[config.mk]
export PLATFORM = sky130hd
export DESIGN_NAME = writeback_queue
export DESIGN_NICKNAME = d
export VERILOG_FILES = /design/src/rtl/wb_pkg.sv /design/src/rtl/wb_fifo.sv /design/src/rtl/writeback_queue.sv
export SDC_FILE = /design/constraint.sdc
export NUM_CORES = 1
export LEC_CHECK = 0
export BUFFER_PORTS_ARGS = -buffer_cell sky130_fd_sc_hd__buf_2
export CAP_MARGIN = 20
export CELL_PAD_IN_SITES_DETAIL_PLACEMENT = 0
export CELL_PAD_IN_SITES_GLOBAL_PLACEMENT = 2
export CORE_ASPECT_RATIO = 0.6
export CORE_MARGIN = 3
export CORE_UTILIZATION = 23
export DETAILED_ROUTE_END_ITERATION = 6
export PLACE_DENSITY = 0.53
export SYNTH_ARGS = -nofsm -noshare
export SYNTH_HDL_FRONTEND = slang
export SYNTH_SLANG_ARGS = --single-unit
[constraint.sdc]
create_clock -name clk -period 6.19 [get_ports clk]
set_clock_uncertainty 0.1 [all_clocks]
set_input_delay 1.238 -clock clk [delete_from_list [all_inputs] [get_ports clk]]
set_output_delay 1.238 -clock clk [all_outputs]
set_load 0.05 [all_outputs]
[src/rtl/wb_pkg.sv]
// Shared types and helpers for the writeback queue: default widths, the queued
// entry layout and a register one-hot helper.
package wb_pkg;

  localparam int unsigned WORD_WIDTH = 16;
  localparam int unsigned REG_ADDR_W = 3;
  localparam int unsigned NUM_REGS   = 2 ** REG_ADDR_W;

  typedef struct packed {
    logic [REG_ADDR_W-1:0] rd;
    logic [WORD_WIDTH-1:0] data;
  } wb_entry_t;

  function automatic logic [NUM_REGS-1:0] reg_onehot(input logic [REG_ADDR_W-1:0] rd);
    reg_onehot     = '0;
    reg_onehot[rd] = 1'b1;
  endfunction

endpackage

[src/rtl/wb_fifo.sv]
// In-order FIFO with two same-edge write ports (push0 lands before push1) and a
// single pop; every slot and its valid bit are exposed for hazard/forward logic.
module wb_fifo
  import wb_pkg::*;
#(
  parameter int unsigned DEPTH = 4,
  parameter type entry_t = wb_entry_t
) (
  input  logic                      clk,
  input  logic                      rst,
  input  logic                      push0,
  input  entry_t                    push0_entry,
  input  logic                      push1,
  input  entry_t                    push1_entry,
  input  logic                      pop,
  output logic [$clog2(DEPTH):0]    count,
  output logic [$clog2(DEPTH)-1:0]  head_ptr,
  output entry_t                    entries [DEPTH],
  output logic [DEPTH-1:0]          valid
);

  localparam int unsigned PTR_W = $clog2(DEPTH);
  localparam int unsigned CNT_W = PTR_W + 1;

  entry_t             mem [DEPTH];
  logic [PTR_W-1:0]   rd_ptr;
  logic [PTR_W-1:0]   wr_ptr;
  logic [PTR_W-1:0]   wr_ptr_next1;
  logic [CNT_W-1:0]   n_push;

  assign wr_ptr_next1 = wr_ptr + PTR_W'(1);
  assign n_push       = CNT_W'(push0) + CNT_W'(push1);

  always_ff @(posedge clk) begin
    if (rst) begin
      rd_ptr <= '0;
      wr_ptr <= '0;
      count  <= '0;
    end else begin
      wr_ptr <= wr_ptr + PTR_W'(n_push);
      if (pop) begin
        rd_ptr <= rd_ptr + PTR_W'(1);
      end
      count <= count + n_push - CNT_W'(pop);
    end
  end

  // Payload storage needs no reset; occupancy is tracked by count alone.
  always_ff @(posedge clk) begin
    if (!rst) begin
      if (push0) begin
        mem[wr_ptr] <= push0_entry;
      end
      if (push1) begin
        mem[wr_ptr_next1] <= push1_entry;
      end
    end
  end

  assign head_ptr = rd_ptr;
  assign entries  = mem;

  always_comb begin
    logic [PTR_W-1:0] off;
    off   = '0;
    valid = '0;
    for (int unsigned i = 0; i < DEPTH; i++) begin
      off      = PTR_W'(i) - rd_ptr;
      valid[i] = CNT_W'(off) < count;
    end
  end

endmodule

[src/rtl/writeback_queue.sv]
// Writeback stage: ALU/load handshakes, r0 filtering, in-order retire and the
// per-register pending mask. Define WB_FORWARD_EN to add the forwarding ports.
module writeback_queue #(
  parameter int unsigned WORD_WIDTH = wb_pkg::WORD_WIDTH,
  parameter int unsigned REG_ADDR_W = wb_pkg::REG_ADDR_W,
  parameter int unsigned DEPTH      = 4
) (
  input  logic                       clk,
  input  logic                       rst,
  input  logic                       alu_valid,
  output logic                       alu_ready,
  input  logic [REG_ADDR_W-1:0]      alu_rd,
  input  logic [WORD_WIDTH-1:0]      alu_data,
  input  logic                       mem_valid,
  output logic                       mem_ready,
  input  logic [REG_ADDR_W-1:0]      mem_rd,
  input  logic [WORD_WIDTH-1:0]      mem_data,
  output logic                       write_en,
  output logic [REG_ADDR_W-1:0]      wb_rd,
  output logic [WORD_WIDTH-1:0]      wb_data,
  output logic [2**REG_ADDR_W-1:0]   pending,
`ifdef WB_FORWARD_EN
  input  logic [REG_ADDR_W-1:0]      fwd_rs,
  input  logic [REG_ADDR_W-1:0]      fwd_rt,
  output logic                       fwd_rs_hit,
  output logic                       fwd_rt_hit,
  output logic [WORD_WIDTH-1:0]      fwd_rs_val,
  output logic [WORD_WIDTH-1:0]      fwd_rt_val,
`endif
  output logic                       empty
);

  import wb_pkg::*;

  localparam int unsigned PTR_W = $clog2(DEPTH);
  localparam int unsigned CNT_W = PTR_W + 1;

  typedef struct packed {
    logic [REG_ADDR_W-1:0] rd;
    logic [WORD_WIDTH-1:0] data;
  } entry_t;

  logic [CNT_W-1:0]  count;
  logic [PTR_W-1:0]  head_ptr;
  entry_t            entries [DEPTH];
  logic [DEPTH-1:0]  valid;
  entry_t            head;

  logic              mem_push;
  logic              alu_push;
  logic              push0;
  logic              push1;
  entry_t            push0_entry;
  entry_t            push1_entry;
  logic              pop;

  // Readiness looks only at the current count; the same-edge pop earns no credit.
  always_comb begin
    mem_ready = !rst && (count <= CNT_W'(DEPTH - 1));
    alu_ready = !rst && (count <= (mem_valid ? CNT_W'(DEPTH - 2) : CNT_W'(DEPTH - 1)));
  end

  assign mem_push = mem_valid && mem_ready && (mem_rd != '0);
  assign alu_push = alu_valid && alu_ready && (alu_rd != '0);

  // Pushes are packed onto port 0 first so a lone ALU result never leaves a gap.
  always_comb begin
    push0       = mem_push || alu_push;
    push1       = mem_push && alu_push;
    push0_entry = mem_push ? entry_t'{rd: mem_rd, data: mem_data}
                           : entry_t'{rd: alu_rd, data: alu_data};
    push1_entry = entry_t'{rd: alu_rd, data: alu_data};
  end

  assign pop = (count != '0);

  wb_fifo #(
    .DEPTH   (DEPTH),
    .entry_t (entry_t)
  ) u_fifo (
    .clk         (clk),
    .rst         (rst),
    .push0       (push0),
    .push0_entry (push0_entry),
    .push1       (push1),
    .push1_entry (push1_entry),
    .pop         (pop),
    .count       (count),
    .head_ptr    (head_ptr),
    .entries     (entries),
    .valid       (valid)
  );

  // Gating with rst keeps queued writes off the register file in the reset cycle.
  assign empty    = rst || (count == '0);
  assign write_en = !empty;
  assign head     = entries[head_ptr];
  assign wb_rd    = write_en ? head.rd   : '0;
  assign wb_data  = write_en ? head.data : '0;

  always_comb begin
    pending = '0;
    for (int unsigned i = 0; i < DEPTH; i++) begin
      if (valid[i]) begin
        pending[entries[i].rd] = 1'b1;
      end
    end
    pending[0] = 1'b0;
    if (rst) begin
      pending = '0;
    end
  end

`ifdef WB_FORWARD_EN
  // Walk oldest to youngest so the last match seen is the youngest writer.
  always_comb begin
    logic [PTR_W-1:0] idx;
    idx        = '0;
    fwd_rs_hit = 1'b0;
    fwd_rt_hit = 1'b0;
    fwd_rs_val = '0;
    fwd_rt_val = '0;
    for (int unsigned k = 0; k < DEPTH; k++) begin
      idx = head_ptr + PTR_W'(k);
      if (!rst && (CNT_W'(k) < count)) begin
        if ((fwd_rs != '0) && (entries[idx].rd == fwd_rs)) begin
          fwd_rs_hit = 1'b1;
          fwd_rs_val = entries[idx].data;
        end
        if ((fwd_rt != '0) && (entries[idx].rd == fwd_rt)) begin
          fwd_rt_hit = 1'b1;
          fwd_rt_val = entries[idx].data;
        end
      end
    end
  end
`endif

endmodule

==> results by stage <==
Place:
- The post-placement cell area is 6030 sq um.
- The final weighted congestion in routability-driven placement is 0.809.
- The HPWL after detailed placement is 12.6 mm.
- The port buffer count is 71.

Drt:
- The detailed router placed 4,573 vias in this run.
- The final antenna-violating net count is 0.
- The final routed wirelength across all metal layers is 19.4 mm.
- The average wire length per cell after detail routing is 22.8 microns.
- The initial DRC count is 365.
- The number of detailed-routing iterations run before antenna repair is 5.
- For this run, design rule violations remaining after detail routing come to 0.
- Using the TritonRoute via totals, the vias-per-cell ratio works out to 5.39.

Clock network:
- The insertion delay to the later sink of the worst-skew pair is 0.35 ns.
- In this run the post-CTS setup repair buffer count came out at 0.
- CTS placed an instance of sky130_fd_sc_hd__clkbuf_16 at the clock tree root.
- In this run, post-CTS hold repair placed 0 buffers.
- The number of resized instances in the post-cts repair step is 0.
- The CTS H-tree depth is 3.
- The clock sink count is 83.
- The number of buffers created by CTS is 9.
- The maximum number of buffers from clock root to sink is 2.
- TritonCTS built the clock tree.
- The clock-pin transition on the worst setup and hold timing paths is 0.06 ns.

Floorplanning:
- The number of standard-cell rows in the floorplan is 42.
- The area of the core region is 22,500 sq um.
- The die boundary height is 124 microns.
- The x dimension of the die is 203 microns.
- The initial utilization of the core area, before any placement, comes to 0.239.
- In this run the count of I/O pins placed on the die edge is 73.
- The floorplan step defined a die boundary enclosing 25,300 sq um.

Yosys:
- The total nets after synthesis is 536.
- The largest family of logic cells by synthesized area is compound AO/OA/AOI/OAI gates.
- The post-synthesis share of cell area spent on and, or, nand and nor gates is 0.131.
- For this run, asynchronously set or reset flops after synthesis account for 0.
- The largest area contributor in the synthesized netlist is sky130_fd_sc_hd__edfxtp_1.
- The Yosys step of the flow raised 0 warnings.
- The sequential element share of the synthesized area is 0.451.
- The post-synthesis share of cell area spent on full adders, half adders and majority gates is 0.0294.
- The number of instances in the synthesized netlist is 482.
- The share of the synthesized netlist area taken by xor and xnor gates is 0.0114.
- The number of synthesized flops with an enable pin is 76.
- The most used flip-flop cell after synthesis is sky130_fd_sc_hd__edfxtp_1.
- Of the post-synthesis cell area, the dominant cell type holds 0.425.
- The synthesized design contains 83 register bits.
- In the post-synthesis netlist, the biggest area contributors are sky130_fd_sc_hd__edfxtp_1, sky130_fd_sc_hd__mux4_2, sky130_fd_sc_hd__and3_1.
- The count of cell types in the netlist is 64.
- The share of the synthesized area in compound gates (AO/OA/AOI/OAI) is 0.234.
- Averaged over all synthesized cells, the footprint is 11.1 sq um.
- Measured against the total synthesized area, the mux share comes to 0.0834.
- The netlist area before placement is 5370 sq um.

Finish:
- Relative to the synthesized area, the layout overhead comes to 17.9%.
- In the final design database the tool counted 590 nets.
- The layout has 2,370 filler cells.
- The finished cells cover 6330 sq um.
- In the final layout, the share of cells above drive strength 1 is 0.237.
- The number of antenna diodes in the final layout is 0.

Worst setup path:
- The signal on the critical path passes through buf_4 > xor2_1 > inv_1 > ha_1 > nor2b_1 > a2111oi_0 > a21oi_1 > a31oi_1 > buf_2.
- Across all register-to-register paths, the minimum setup slack is 2.57 ns.
- The largest driver fanout on the critical path is 17.
- The critical path capture point type is an output port.
- The worst reg2reg path endpoint is u_fifo.entries[9]$_DFFE_PN_.
- The data required time of the worst path is 4.85 ns.
- The most critical setup path has its endpoint at pending[1].
- The critical path's slowest cell is sky130_fd_sc_hd__a2111oi_0.
- The arrival time at the worst endpoint is 3.41 ns.
- The setup path with the least slack is of type reg2out.
- The worst setup path startpoint is u_fifo.head_ptr[1]$_SDFFE_PP0N_.
- The worst register-to-register path begins at u_fifo.count[0]$_SDFF_PP0_.
- The startpoint kind of the worst setup timing path is a flip-flop.
- The peak per-stage delay on the critical path is 0.71 ns.
- The number of cells on the worst reg-to-reg path is 9.

Outcome:
- The run finished with clean final reports.

Flow run:
- The tool flagged a number of max-cap violations equal to 0.

Timing:
- The number of failing hold endpoints at the final stage is 0.
- The part of the cycle the worst path needs is 0.767.
- Static timing analysis puts the maximum clock frequency at 0.211 GHz.
- Subtracting the final worst setup slack from the clock period gives 4.75 ns.
- The worst relative slew slack is 0.263.
- The final count of negative-setup-slack endpoints is 0.
- The post-route worst hold slack is 0.487 ns.
- The transition time of the tightest slew-check pin is 1.11 ns.
- The number of max-slew violations in the final report is 0.
- Setup repair after global routing left no endpoint under its margin.
- After routing, the total negative slack on setup checks comes to 0 ns.

Power:
- The static leakage is 2.58 nW.
- For this design the ratio of total power to cell area is 420 nW/um^2.
- Across the VDD grid, the largest voltage drop is 0.144 mV.
- Total power for the finished layout comes to 2.66 mW.

Global routing:
- The initial antenna violation count was 0.
- The total congestion overflow is 0.
- The first global-routing pass estimated 29.4 mm of wire.
- The number of global-route vias before repair is 4,570.
- The combined global-route utilization of all metal layers is 0.152.
- The largest net degree at the start of global routing is 97.

Hold path:
- The worst hold-check path type is reg2reg.
## cells by family after synthesis
logic type / Yosys count
xor gates and xnor gates: 7
AOI/OAI and AO/OA: 175
muxes: 21
and+or+nand+nor: 112
buffers and inverters: 71
DFF: 83
other: 1
adders and majority gates: 12
## cell usage after synthesis, types with 3 or more instances
cell,number
sky130_fd_sc_hd__buf_2,9
sky130_fd_sc_hd__nor2b_1,8
sky130_fd_sc_hd__o21ai_0,20
sky130_fd_sc_hd__a22o_1,18
sky130_fd_sc_hd__buf_6,3
sky130_fd_sc_hd__buf_4,4
sky130_fd_sc_hd__nand3_1,5
sky130_fd_sc_hd__nand2_1,10
sky130_fd_sc_hd__o22ai_1,21
sky130_fd_sc_hd__buf_1,4
sky130_fd_sc_hd__nor3b_1,5
sky130_fd_sc_hd__or3_1,3
sky130_fd_sc_hd__xnor2_1,5
sky130_fd_sc_hd__ha_1,11
sky130_fd_sc_hd__and3_1,38
sky130_fd_sc_hd__mux4_2,19
sky130_fd_sc_hd__a31oi_1,9
sky130_fd_sc_hd__a21o_1,18
sky130_fd_sc_hd__dfxtp_1,7
sky130_fd_sc_hd__nor2_1,13
sky130_fd_sc_hd__nand2b_1,12
sky130_fd_sc_hd__a221o_1,18
sky130_fd_sc_hd__clkbuf_1,19
sky130_fd_sc_hd__inv_1,30
sky130_fd_sc_hd__a2bb2oi_1,4
sky130_fd_sc_hd__nand4b_1,3
sky130_fd_sc_hd__a22oi_1,20
sky130_fd_sc_hd__a21oi_1,26
sky130_fd_sc_hd__edfxtp_1,76
## flip-flops by register name, indices dropped and copies added, names as in the netlist
signal	count
u_fifo.head_ptr	2
u_fifo.entries	76
u_fifo.wr_ptr	2
u_fifo.count	3
## cell usage in the layout, fill, tap and decap left out, types with 9 or more instances in the layout
| master | synthesis | final |
|---|---|---|
| sky130_fd_sc_hd__a31oi_1 | 9 | 9 |
| sky130_fd_sc_hd__nor2_1 | 13 | 13 |
| sky130_fd_sc_hd__a21oi_1 | 26 | 26 |
| sky130_fd_sc_hd__o21ai_0 | 20 | 20 |
| sky130_fd_sc_hd__inv_1 | 30 | 29 |
| sky130_fd_sc_hd__a22oi_1 | 20 | 20 |
| sky130_fd_sc_hd__mux4_2 | 19 | 19 |
| sky130_fd_sc_hd__and3_1 | 38 | 38 |
| sky130_fd_sc_hd__edfxtp_1 | 76 | 76 |
| sky130_fd_sc_hd__ha_1 | 11 | 11 |
| sky130_fd_sc_hd__nand2b_1 | 12 | 12 |
| sky130_fd_sc_hd__buf_2 | 9 | 71 |
| sky130_fd_sc_hd__nand2_1 | 10 | 10 |
| sky130_fd_sc_hd__clkbuf_16 | 0 | 9 |
| sky130_fd_sc_hd__o22ai_1 | 21 | 21 |
| sky130_fd_sc_hd__a22o_1 | 18 | 18 |
| sky130_fd_sc_hd__a221o_1 | 18 | 18 |
| sky130_fd_sc_hd__a21o_1 | 18 | 18 |
## critical path: cells and delay by family, from the launching register on
| family | cells | cell delay, ns |
|---|---|---|
| simple gates | 1 | 0.15 |
| compound gates | 3 | 1.00 |
| xor+xnor | 1 | 0.29 |
| buf+inv | 3 | 0.80 |
| flops | 1 | 0.52 |
| fa+ha+maj | 1 | 0.29 |
## final cells by class
class | count | area, sq um | share of cell area
well taps | 308 | 385 | 0.0609
clock buffers | 11 | 233 | 0.0368
flip-flops and latches | 83 | 2420 | 0.383
inverters | 32 | 121 | 0.0192
clock inverters | 4 | 42.5 | 0.00672
multi-input cells | 328 | 2630 | 0.416
repair buffers | 82 | 490 | 0.0775
## how the worst min path moves through the flow
stage                                         endpoint                          from  cells after the start  slack [ns]
after floorplan            u_fifo.entries[0]$_DFFE_PN_   u_fifo.entries[0]$_DFFE_PN_                      2        0.44
after global placement    u_fifo.entries[10]$_DFFE_PN_  u_fifo.entries[10]$_DFFE_PN_                      2        0.46
after detailed placement  u_fifo.entries[15]$_DFFE_PN_  u_fifo.entries[15]$_DFFE_PN_                      2        0.47
after CTS                 u_fifo.entries[15]$_DFFE_PN_  u_fifo.entries[15]$_DFFE_PN_                      2        0.49
after global routing       u_fifo.entries[2]$_DFFE_PN_   u_fifo.entries[2]$_DFFE_PN_                      2        0.53
final                     u_fifo.entries[15]$_DFFE_PN_  u_fifo.entries[15]$_DFFE_PN_                      2        0.49
## stage by stage
stage / std cells / util / setup slack [ns]
detailed placement: 832 / 0.268 / 1.64
global route: 848 / 0.281 / 1.20
floorplan: 482 / - / 1.12
global placement: 831 / 0.267 / 1.68
CTS: 847 / 0.280 / 1.45
finish: 848 / 0.281 / 1.44
## routing by layer
layer  routed length, microns  vias to the layer above  global-route usage  part of all wire
li1                         -                     2014                   -                 -
met1                     9660                     2325               0.238              0.50
met2                     7960                      210               0.210              0.41
met3                     1400                       24              0.0334             0.072
met4                      345                        0              0.0368             0.018
met5                        0                        -                   0                 0
## where the power goes
part | switching, mW | internal (mW)
registers | 0.105 | 0.744
logic | 0.783 | 0.489
clock network | 0.228 | 0.308
No activity file was read; power rests on OpenSTA's default activity.
